**src/rtl/p_accumulator_pkg.sv**
```systemverilog
// Shared constants for the p_accumulator post-multiplier ALU stage:
// OPMODE X/Z select codes, ALUMODE codes and the default datapath width.
package p_accumulator_pkg;

   localparam int P_WIDTH = 48;

   // X select (OPMODE[1:0]) and Z select (OPMODE[3:2]) codes; M and PCIN share 2'b01
   localparam logic [1:0] SEL_ZERO = 2'b00;
   localparam logic [1:0] SEL_M    = 2'b01;
   localparam logic [1:0] SEL_PCIN = 2'b01;
   localparam logic [1:0] SEL_P    = 2'b10;
   localparam logic [1:0] SEL_C    = 2'b11;

   localparam logic ALU_ADD = 1'b0;
   localparam logic ALU_SUB = 1'b1;

endpackage

```
**src/rtl/p_accumulator_if.sv**
```systemverilog
// Data/control bus of the p_accumulator stage. The master modport is the
// side that supplies operands and consumes results; slave is the ALU stage.
interface p_accumulator_if #(
   parameter int WIDTH = 48
);

   logic             CEC;
   logic             CEP;
   logic [WIDTH-1:0] C;
   logic [WIDTH-1:0] M;
   logic [WIDTH-1:0] PCIN;
   logic [3:0]       OPMODE;
   logic             ALUMODE;
   logic             CARRYIN;
   logic [WIDTH-1:0] C_reg;
   logic [WIDTH-1:0] inter_P;
   logic [WIDTH-1:0] P;
   logic [WIDTH-1:0] PCOUT;
   logic [1:0]       CARRYOUT;

   modport master (
      output CEC, CEP, C, M, PCIN, OPMODE, ALUMODE, CARRYIN,
      input  C_reg, inter_P, P, PCOUT, CARRYOUT
   );

   modport slave (
      input  CEC, CEP, C, M, PCIN, OPMODE, ALUMODE, CARRYIN,
      output C_reg, inter_P, P, PCOUT, CARRYOUT
   );

endinterface

```
**src/rtl/p_accumulator_adder.sv**
```systemverilog
// Combinational WIDTH-bit adder/subtractor with optional split into two
// WIDTH/2 lanes. Subtract is Z + ~X + !cin; carries are reported as
// borrows (inverted) when subtracting. carry_o[1] is the high-lane carry
// and is only non-zero when simd_i is set.
module p_accumulator_adder
   import p_accumulator_pkg::*;
#(
   parameter int WIDTH = P_WIDTH
) (
   input  logic [WIDTH-1:0] x_i,
   input  logic [WIDTH-1:0] z_i,
   input  logic             sub_i,
   input  logic             carry_in_i,
   input  logic             simd_i,
   output logic [WIDTH-1:0] r_o,
   output logic [1:0]       carry_o
);

   localparam int HALF = WIDTH / 2;

   logic [WIDTH-1:0]      x_eff;
   logic                  cin_eff;
   logic [WIDTH:0]        full_sum;
   logic [HALF:0]         lo_sum;
   logic [WIDTH-HALF:0]   hi_sum;

   // full-width and per-lane sums; the high lane's carry-in is "no borrow" when subtracting
   always_comb begin
      x_eff    = sub_i ? ~x_i : x_i;
      cin_eff  = sub_i ? ~carry_in_i : carry_in_i;
      full_sum = {1'b0, z_i} + {1'b0, x_eff} + {{WIDTH{1'b0}}, cin_eff};
      lo_sum   = {1'b0, z_i[HALF-1:0]} + {1'b0, x_eff[HALF-1:0]} + {{HALF{1'b0}}, cin_eff};
      hi_sum   = {1'b0, z_i[WIDTH-1:HALF]} + {1'b0, x_eff[WIDTH-1:HALF]}
               + {{(WIDTH-HALF){1'b0}}, sub_i};
      if (simd_i) begin
         r_o     = {hi_sum[WIDTH-HALF-1:0], lo_sum[HALF-1:0]};
         carry_o = {hi_sum[WIDTH-HALF] ^ sub_i, lo_sum[HALF] ^ sub_i};
      end else begin
         r_o     = full_sum[WIDTH-1:0];
         carry_o = {1'b0, full_sum[WIDTH] ^ sub_i};
      end
   end

endmodule

```
**src/rtl/p_accumulator.sv**
```systemverilog
// p_accumulator: 48-bit post-multiplier ALU/accumulator stage of the PIRDSP
// slice. Registers C, selects X/Z operands, adds/subtracts with carry-in and
// optionally registers the result. CREG/PREG (and USE_SIMD when the
// TWO24_EN macro is defined) are loaded through the serial config chain.
module p_accumulator
   import p_accumulator_pkg::*;
#(
   parameter logic input_freezed = 1'b0,
   parameter int   WIDTH         = P_WIDTH
) (
   input  logic            clk,
   input  logic            RSTP,
   input  logic            RSTC,
   p_accumulator_if.slave  bus,
   input  logic            configuration_input,
   input  logic            configuration_enable,
   output logic            configuration_output
);

   logic             creg_q;
   logic             preg_q;
   logic             use_simd;
   logic [WIDTH-1:0] c_d, c_q;
   logic [WIDTH-1:0] p_d, p_q;
   logic [1:0]       carry_d, carry_q;
   logic [WIDTH-1:0] m_eff, pcin_eff, c_sel, x_op, z_op;

`ifdef TWO24_EN
   logic simd_q;

   // configuration chain: input -> CREG -> PREG -> USE_SIMD -> output
   always_ff @(posedge clk) begin
      if (configuration_enable) begin
         creg_q <= configuration_input;
         preg_q <= creg_q;
         simd_q <= preg_q;
      end
   end

   assign configuration_output = simd_q;
   assign use_simd             = simd_q;
`else
   // configuration chain: input -> CREG -> PREG -> output
   always_ff @(posedge clk) begin
      if (configuration_enable) begin
         creg_q <= configuration_input;
         preg_q <= creg_q;
      end
   end

   assign configuration_output = preg_q;
   assign use_simd             = 1'b0;
`endif

   assign m_eff    = input_freezed ? '0 : bus.M;
   assign pcin_eff = input_freezed ? '0 : bus.PCIN;
   assign c_d      = bus.C;

   // C register, reset has priority over enable
   always_ff @(posedge clk) begin
      if (RSTC) begin
         c_q <= '0;
      end else if (bus.CEC) begin
         c_q <= c_d;
      end
   end

   // operand selection; feedback always comes from p_q
   always_comb begin
      c_sel = (creg_q | input_freezed) ? c_q : bus.C;
      case (bus.OPMODE[1:0])
         SEL_ZERO: x_op = '0;
         SEL_M:    x_op = m_eff;
         SEL_P:    x_op = p_q;
         default:  x_op = c_sel;
      endcase
      case (bus.OPMODE[3:2])
         SEL_ZERO: z_op = '0;
         SEL_PCIN: z_op = pcin_eff;
         SEL_P:    z_op = p_q;
         default:  z_op = c_sel;
      endcase
   end

   p_accumulator_adder #(
      .WIDTH (WIDTH)
   ) u_adder (
      .x_i        (x_op),
      .z_i        (z_op),
      .sub_i      (bus.ALUMODE == ALU_SUB),
      .carry_in_i (bus.CARRYIN),
      .simd_i     (use_simd),
      .r_o        (p_d),
      .carry_o    (carry_d)
   );

   // P and CARRYOUT registers, reset wins over enable
   always_ff @(posedge clk) begin
      if (RSTP) begin
         p_q     <= '0;
         carry_q <= '0;
      end else if (bus.CEP) begin
         p_q     <= p_d;
         carry_q <= carry_d;
      end
   end

   // output selection between registered and combinational result
   always_comb begin
      bus.C_reg    = c_sel;
      bus.inter_P  = p_d;
      bus.P        = (preg_q | input_freezed) ? p_q : p_d;
      bus.PCOUT    = bus.P;
      bus.CARRYOUT = (preg_q | input_freezed) ? carry_q : carry_d;
   end

endmodule

```
**src/flat_wrapper.sv**
```systemverilog
// flat-port wrapper written by rule: the top's interface ports become plain ports
module p_accumulator_flat import p_accumulator_pkg::*;
#(
   parameter logic input_freezed = 1'b0,
   parameter int   WIDTH         = P_WIDTH
)
  (clk, RSTP, RSTC, configuration_input, configuration_enable, configuration_output, bus_CEC, bus_CEP, bus_C, bus_M, bus_PCIN, bus_OPMODE, bus_ALUMODE, bus_CARRYIN, bus_C_reg, bus_inter_P, bus_P, bus_PCOUT, bus_CARRYOUT);
  p_accumulator_if #(.WIDTH(WIDTH)) bus_i ();
  input  logic clk;
  input  logic RSTP;
  input  logic RSTC;
  input  logic configuration_input;
  input  logic configuration_enable;
  output logic configuration_output;
  input wire logic [$bits(bus_i.CEC)-1:0] bus_CEC;
  input wire logic [$bits(bus_i.CEP)-1:0] bus_CEP;
  input wire logic [$bits(bus_i.C)-1:0] bus_C;
  input wire logic [$bits(bus_i.M)-1:0] bus_M;
  input wire logic [$bits(bus_i.PCIN)-1:0] bus_PCIN;
  input wire logic [$bits(bus_i.OPMODE)-1:0] bus_OPMODE;
  input wire logic [$bits(bus_i.ALUMODE)-1:0] bus_ALUMODE;
  input wire logic [$bits(bus_i.CARRYIN)-1:0] bus_CARRYIN;
  output wire logic [$bits(bus_i.C_reg)-1:0] bus_C_reg;
  output wire logic [$bits(bus_i.inter_P)-1:0] bus_inter_P;
  output wire logic [$bits(bus_i.P)-1:0] bus_P;
  output wire logic [$bits(bus_i.PCOUT)-1:0] bus_PCOUT;
  output wire logic [$bits(bus_i.CARRYOUT)-1:0] bus_CARRYOUT;
  assign bus_i.CEC = bus_CEC;
  assign bus_i.CEP = bus_CEP;
  assign bus_i.C = bus_C;
  assign bus_i.M = bus_M;
  assign bus_i.PCIN = bus_PCIN;
  assign bus_i.OPMODE = bus_OPMODE;
  assign bus_i.ALUMODE = bus_ALUMODE;
  assign bus_i.CARRYIN = bus_CARRYIN;
  assign bus_C_reg = bus_i.C_reg;
  assign bus_inter_P = bus_i.inter_P;
  assign bus_P = bus_i.P;
  assign bus_PCOUT = bus_i.PCOUT;
  assign bus_CARRYOUT = bus_i.CARRYOUT;
  p_accumulator #(.input_freezed(input_freezed), .WIDTH(WIDTH)) u_core (.clk(clk), .RSTP(RSTP), .RSTC(RSTC), .bus(bus_i), .configuration_input(configuration_input), .configuration_enable(configuration_enable), .configuration_output(configuration_output));
endmodule
```
**config.mk**
```make
export PLATFORM = sky130hd
export DESIGN_NAME = p_accumulator_flat
export DESIGN_NICKNAME = d
export VERILOG_FILES = /design/src/rtl/p_accumulator_pkg.sv /design/src/rtl/p_accumulator_if.sv /design/src/rtl/p_accumulator_adder.sv /design/src/rtl/p_accumulator.sv /design/src/flat_wrapper.sv
export SDC_FILE = /design/constraint.sdc
export NUM_CORES = 1
export LEC_CHECK = 0
export CORE_UTILIZATION = 50
export DETAILED_ROUTE_END_ITERATION = 8
export PLACE_DENSITY = 0.87
export SYNTH_ARGS = -nofsm -noshare
export SYNTH_HDL_FRONTEND = slang
export SYNTH_SLANG_ARGS = --single-unit
```
**constraint.sdc**
```tcl
create_clock -name clk -period 19.7 [get_ports clk]
set_input_delay 3.94 -clock clk [delete_from_list [all_inputs] [get_ports clk]]
set_output_delay 3.94 -clock clk [all_outputs]
set_load 0.1 [all_outputs]
```
==> metrics.txt <==
outcome finished clean; Hold Crit Start u_core.c_q[29]; Syn Inst Count 1,432; Via Count 11.5k; Hold Vio Cnt, Final 0; fmax about 71 MHz; initial DRC count 1,215; DP Worst Slack 5690 ps; Post-DRT Antenna Nets 0; grt ovf 0; IO buf count 350; Final Slew Violations 0; P_leak about 6 nW; syn nets 1,638; CP Data Arrival Time 10,220 ps; Ports 352; VDD IR max roughly 0.00017 V; Crit. End Element output pin; M1 WL 15.3 mm; r2r setup slk 14,290 ps; r2r endpoint u_core.p_q[32]; # rows 52; Placed Area 13,500 um2; CTS Buffer Depth 2; met3 wire length 3.43 mm; hold endpoint u_core.c_q[29]; FILL cells about 1.7k; crit path time final 14,160 ps; post-detailed-route via-to-cell ratio approximately 6.0; Hold WS approximately 500 ps; setup TNS 0 ps; Synthesis Warnings 0; ratio of cells with drive above 1 in the final layout 4.41%; clk_lat worst skew 360 ps; Worst Tran Pin Value approximately 1000 ps; reg-to-reg critical path startpoint u_core.creg_q; GRT Resource Usage Total 33.4%; Max stage delay on crit path between 1000 and 1500 ps; nets@finish 1,857; cell area after synthesis 10,400 um2; antenna cell count 0; Worst slew margin between 20 and 30%; critical path class input pin to output pin; global-route wire length before repair 57.1 mm; CTS Hold Bufs 0; DRT Wirelength 36.5 mm; top layer in use met5; cts repair resizes 0; Starting Density around half; Final setup viols 0; max-cap violation count 0; Placer Congestion 0.942; Setup Buffers After CTS 0; leading area contributor after synthesis dfxtp_1; Seq/Total Area, Yosys 19.3%; die area ~21,000 um2; setup ws final 5540 ps; synthesized flop and latch total 99; antenna violations before repair 1; Num Clock Sinks 99; RSZ-0062 raised after global routing no; die height 146 um; CTS tree yes; H-tree levels 3; pin count of the biggest net entering global routing 98; largest cells by area after synthesis dfxtp_1, mux2i_1, a21oi_1; area grow syn2layout 33.0%; FF-to-FF path depth 17; WL per Instance ~19 um; Synth cell types just over 70; FFs w/ async S/R, synth 0%; share of the synthesized area in the top cell type between 10% and 20%; vias in the first global route 10.8k; Placeable Area 20,300 um2; crit-path cells buf_4 > nor2b_4 > buf_4 > a22oi_1 > xnor2_1 > inv_1 > fa_1 > nor2b_1 > o21a_1 > o21ai_1 > a2111oi_2 > nor2_1 > o31ai_1 > a21oi_1 > xnor2_1 > mux2_2 > clkdlybuf4s50_1; clock slew at reported path FFs 70 ps; power per cell area between 150 and 200 nW/um2; EDFF count, synth 2; DP HPWL 26.6 mm; CP max FO 97; post-route cell area ~14,000 um2; Tot Pwr 0.00223 W; met2 WL 16.5 mm; top_reg_cell synth dfxtp_1; CTS Root Cell clkbuf_16; Avg Inst Size Synth 7.24 um2; CTS Buf Count 9; crit path launch type input pin; Worst Skew approximately 10 ps; Slowest-stage cell, CP clkdlybuf4s50_1; die width 146 um; Min-Delay Path Depth 2; DRT Pass-1 Iters 5; HP Class flop to flop; CP required around 16,000 ps; DRC Markers 0; fin crit share just over 70%
per-stage QoR:
| stage | cells | util (%) |
|---|---|---|
| floorplan | 1432 | - |
| global placement | 1910 | 66.5 |
| detailed placement | 1910 | 66.5 |
| CTS | 1925 | 68.0 |
| global route | 1925 | 68.0 |
| finish | 1925 | 68.0 |
power by group:
| part | internal, W | total, W | switching (W) | leakage [nW] |
|---|---|---|---|---|
| Combinational | 0.000424 | 0.00179 | 0.00136 | 5.15 |
| Sequential | 0.000228 | 0.000255 | 0.0000266 | 0.821 |
| Clock | 0.000105 | 0.000190 | 0.0000849 | 0.148 |
cells by family (layout without fill, tap and decap cells):
group                    count (synthesis)  in the layout  share of synthesized area, %
AND/OR/NAND/NOR                        419            419                          17.4
adder cells (fa/ha/maj)                 49             49                          6.05
buffers and inverters                  236            459                          10.5
XOR/XNOR                                86             86                          7.26
flip-flops                              99             99                          19.3
AO/OA/AOI/OAI                          400            400                          25.5
multiplexers                           142            142                          13.9
other                                    1              1                        0.0361
cell usage after synthesis, drive strengths merged, types with 10 or more instances:
master	number
a22o	46
xor2	13
mux2i	123
nor3	15
nand2	115
ha	47
buf	69
o21ai	34
xnor2	73
nand4	12
o21a	10
mux2	19
a22oi	49
nor2	208
a31oi	10
nand3	18
inv	82
a21oi	156
dfxtp	97
clkbuf	85
a21o	21
state kept, by name (all words and copies together) (netlist names):
| register | cells |
|---|---|
| u_core.p_q | 48 |
| u_core.configuration_output | 1 |
| u_core.carry_q | 1 |
| u_core.c_q | 48 |
| u_core.creg_q | 1 |
how the worst max path moves through the flow:
stage	cells after the start	slack (ps)	end	start
final	17	5540	bus_P[32]	bus_OPMODE[0]
after detailed placement	17	5690	bus_P[32]	bus_OPMODE[0]
after global routing	17	5310	bus_P[36]	bus_OPMODE[0]
after CTS	17	5650	bus_P[32]	bus_OPMODE[0]
after floorplan	17	5510	bus_PCOUT[36]	bus_OPMODE[2]
after global placement	16	5870	bus_PCOUT[47]	bus_OPMODE[0]
layout by cell type, fill, tap and decap left out, types with 5 or more instances in the layout:
master and count:
buf_2 7, a22oi_1 49, a21oi_1 156, clkbuf_16 9, xnor2_1 73, buf_4 14
nor3_1 15, a211oi_1 7, nand2_1 115, nor2b_1 5, ha_1 47, and2_1 7
o21bai_1 7, o31ai_1 9, or3_1 6, a31oi_1 10, a21o_1 20, or4_1 6
nand3_1 18, mux2i_1 123, o221ai_1 5, xor2_1 13, o21a_1 10, dfxtp_1 97
o21ai_0 31, clkdlybuf4s50_1 341, nand4_1 12, o22ai_1 7, nor2_1 208, a22o_1 46
nand2b_1 5, inv_1 81, mux2_2 19
metal layers:
metal	vias up	GRT usage [%]
met1	5259	43.3
met3	96	6.16
met2	675	54.7
li1	5433	-
met4	2	13.1
met5	-	0
critical path: cells and delay by family:
family                     cells  cell delay [ps]
AOI/OAI and AO/OA              6             1520
xor gates and xnor gates       2              580
adders and majority gates      1              430
buffers and inverters          4             2360
muxes                          1              230
and+or+nand+nor                3             1060
layout make-up:
type | count | area (um2) | area share (%)
sequential | 99 | 2000 | 14.5
clock buffer | 11 | 253 | 1.83
clock inverter | 4 | 48.8 | 0.354
multi-input combinational | 1097 | 7290 | 52.9
inverter | 82 | 308 | 2.23
timing repair buffer | 362 | 3550 | 25.8
tap | 270 | 338 | 2.45
No activity file was read; power rests on OpenSTA's default activity.
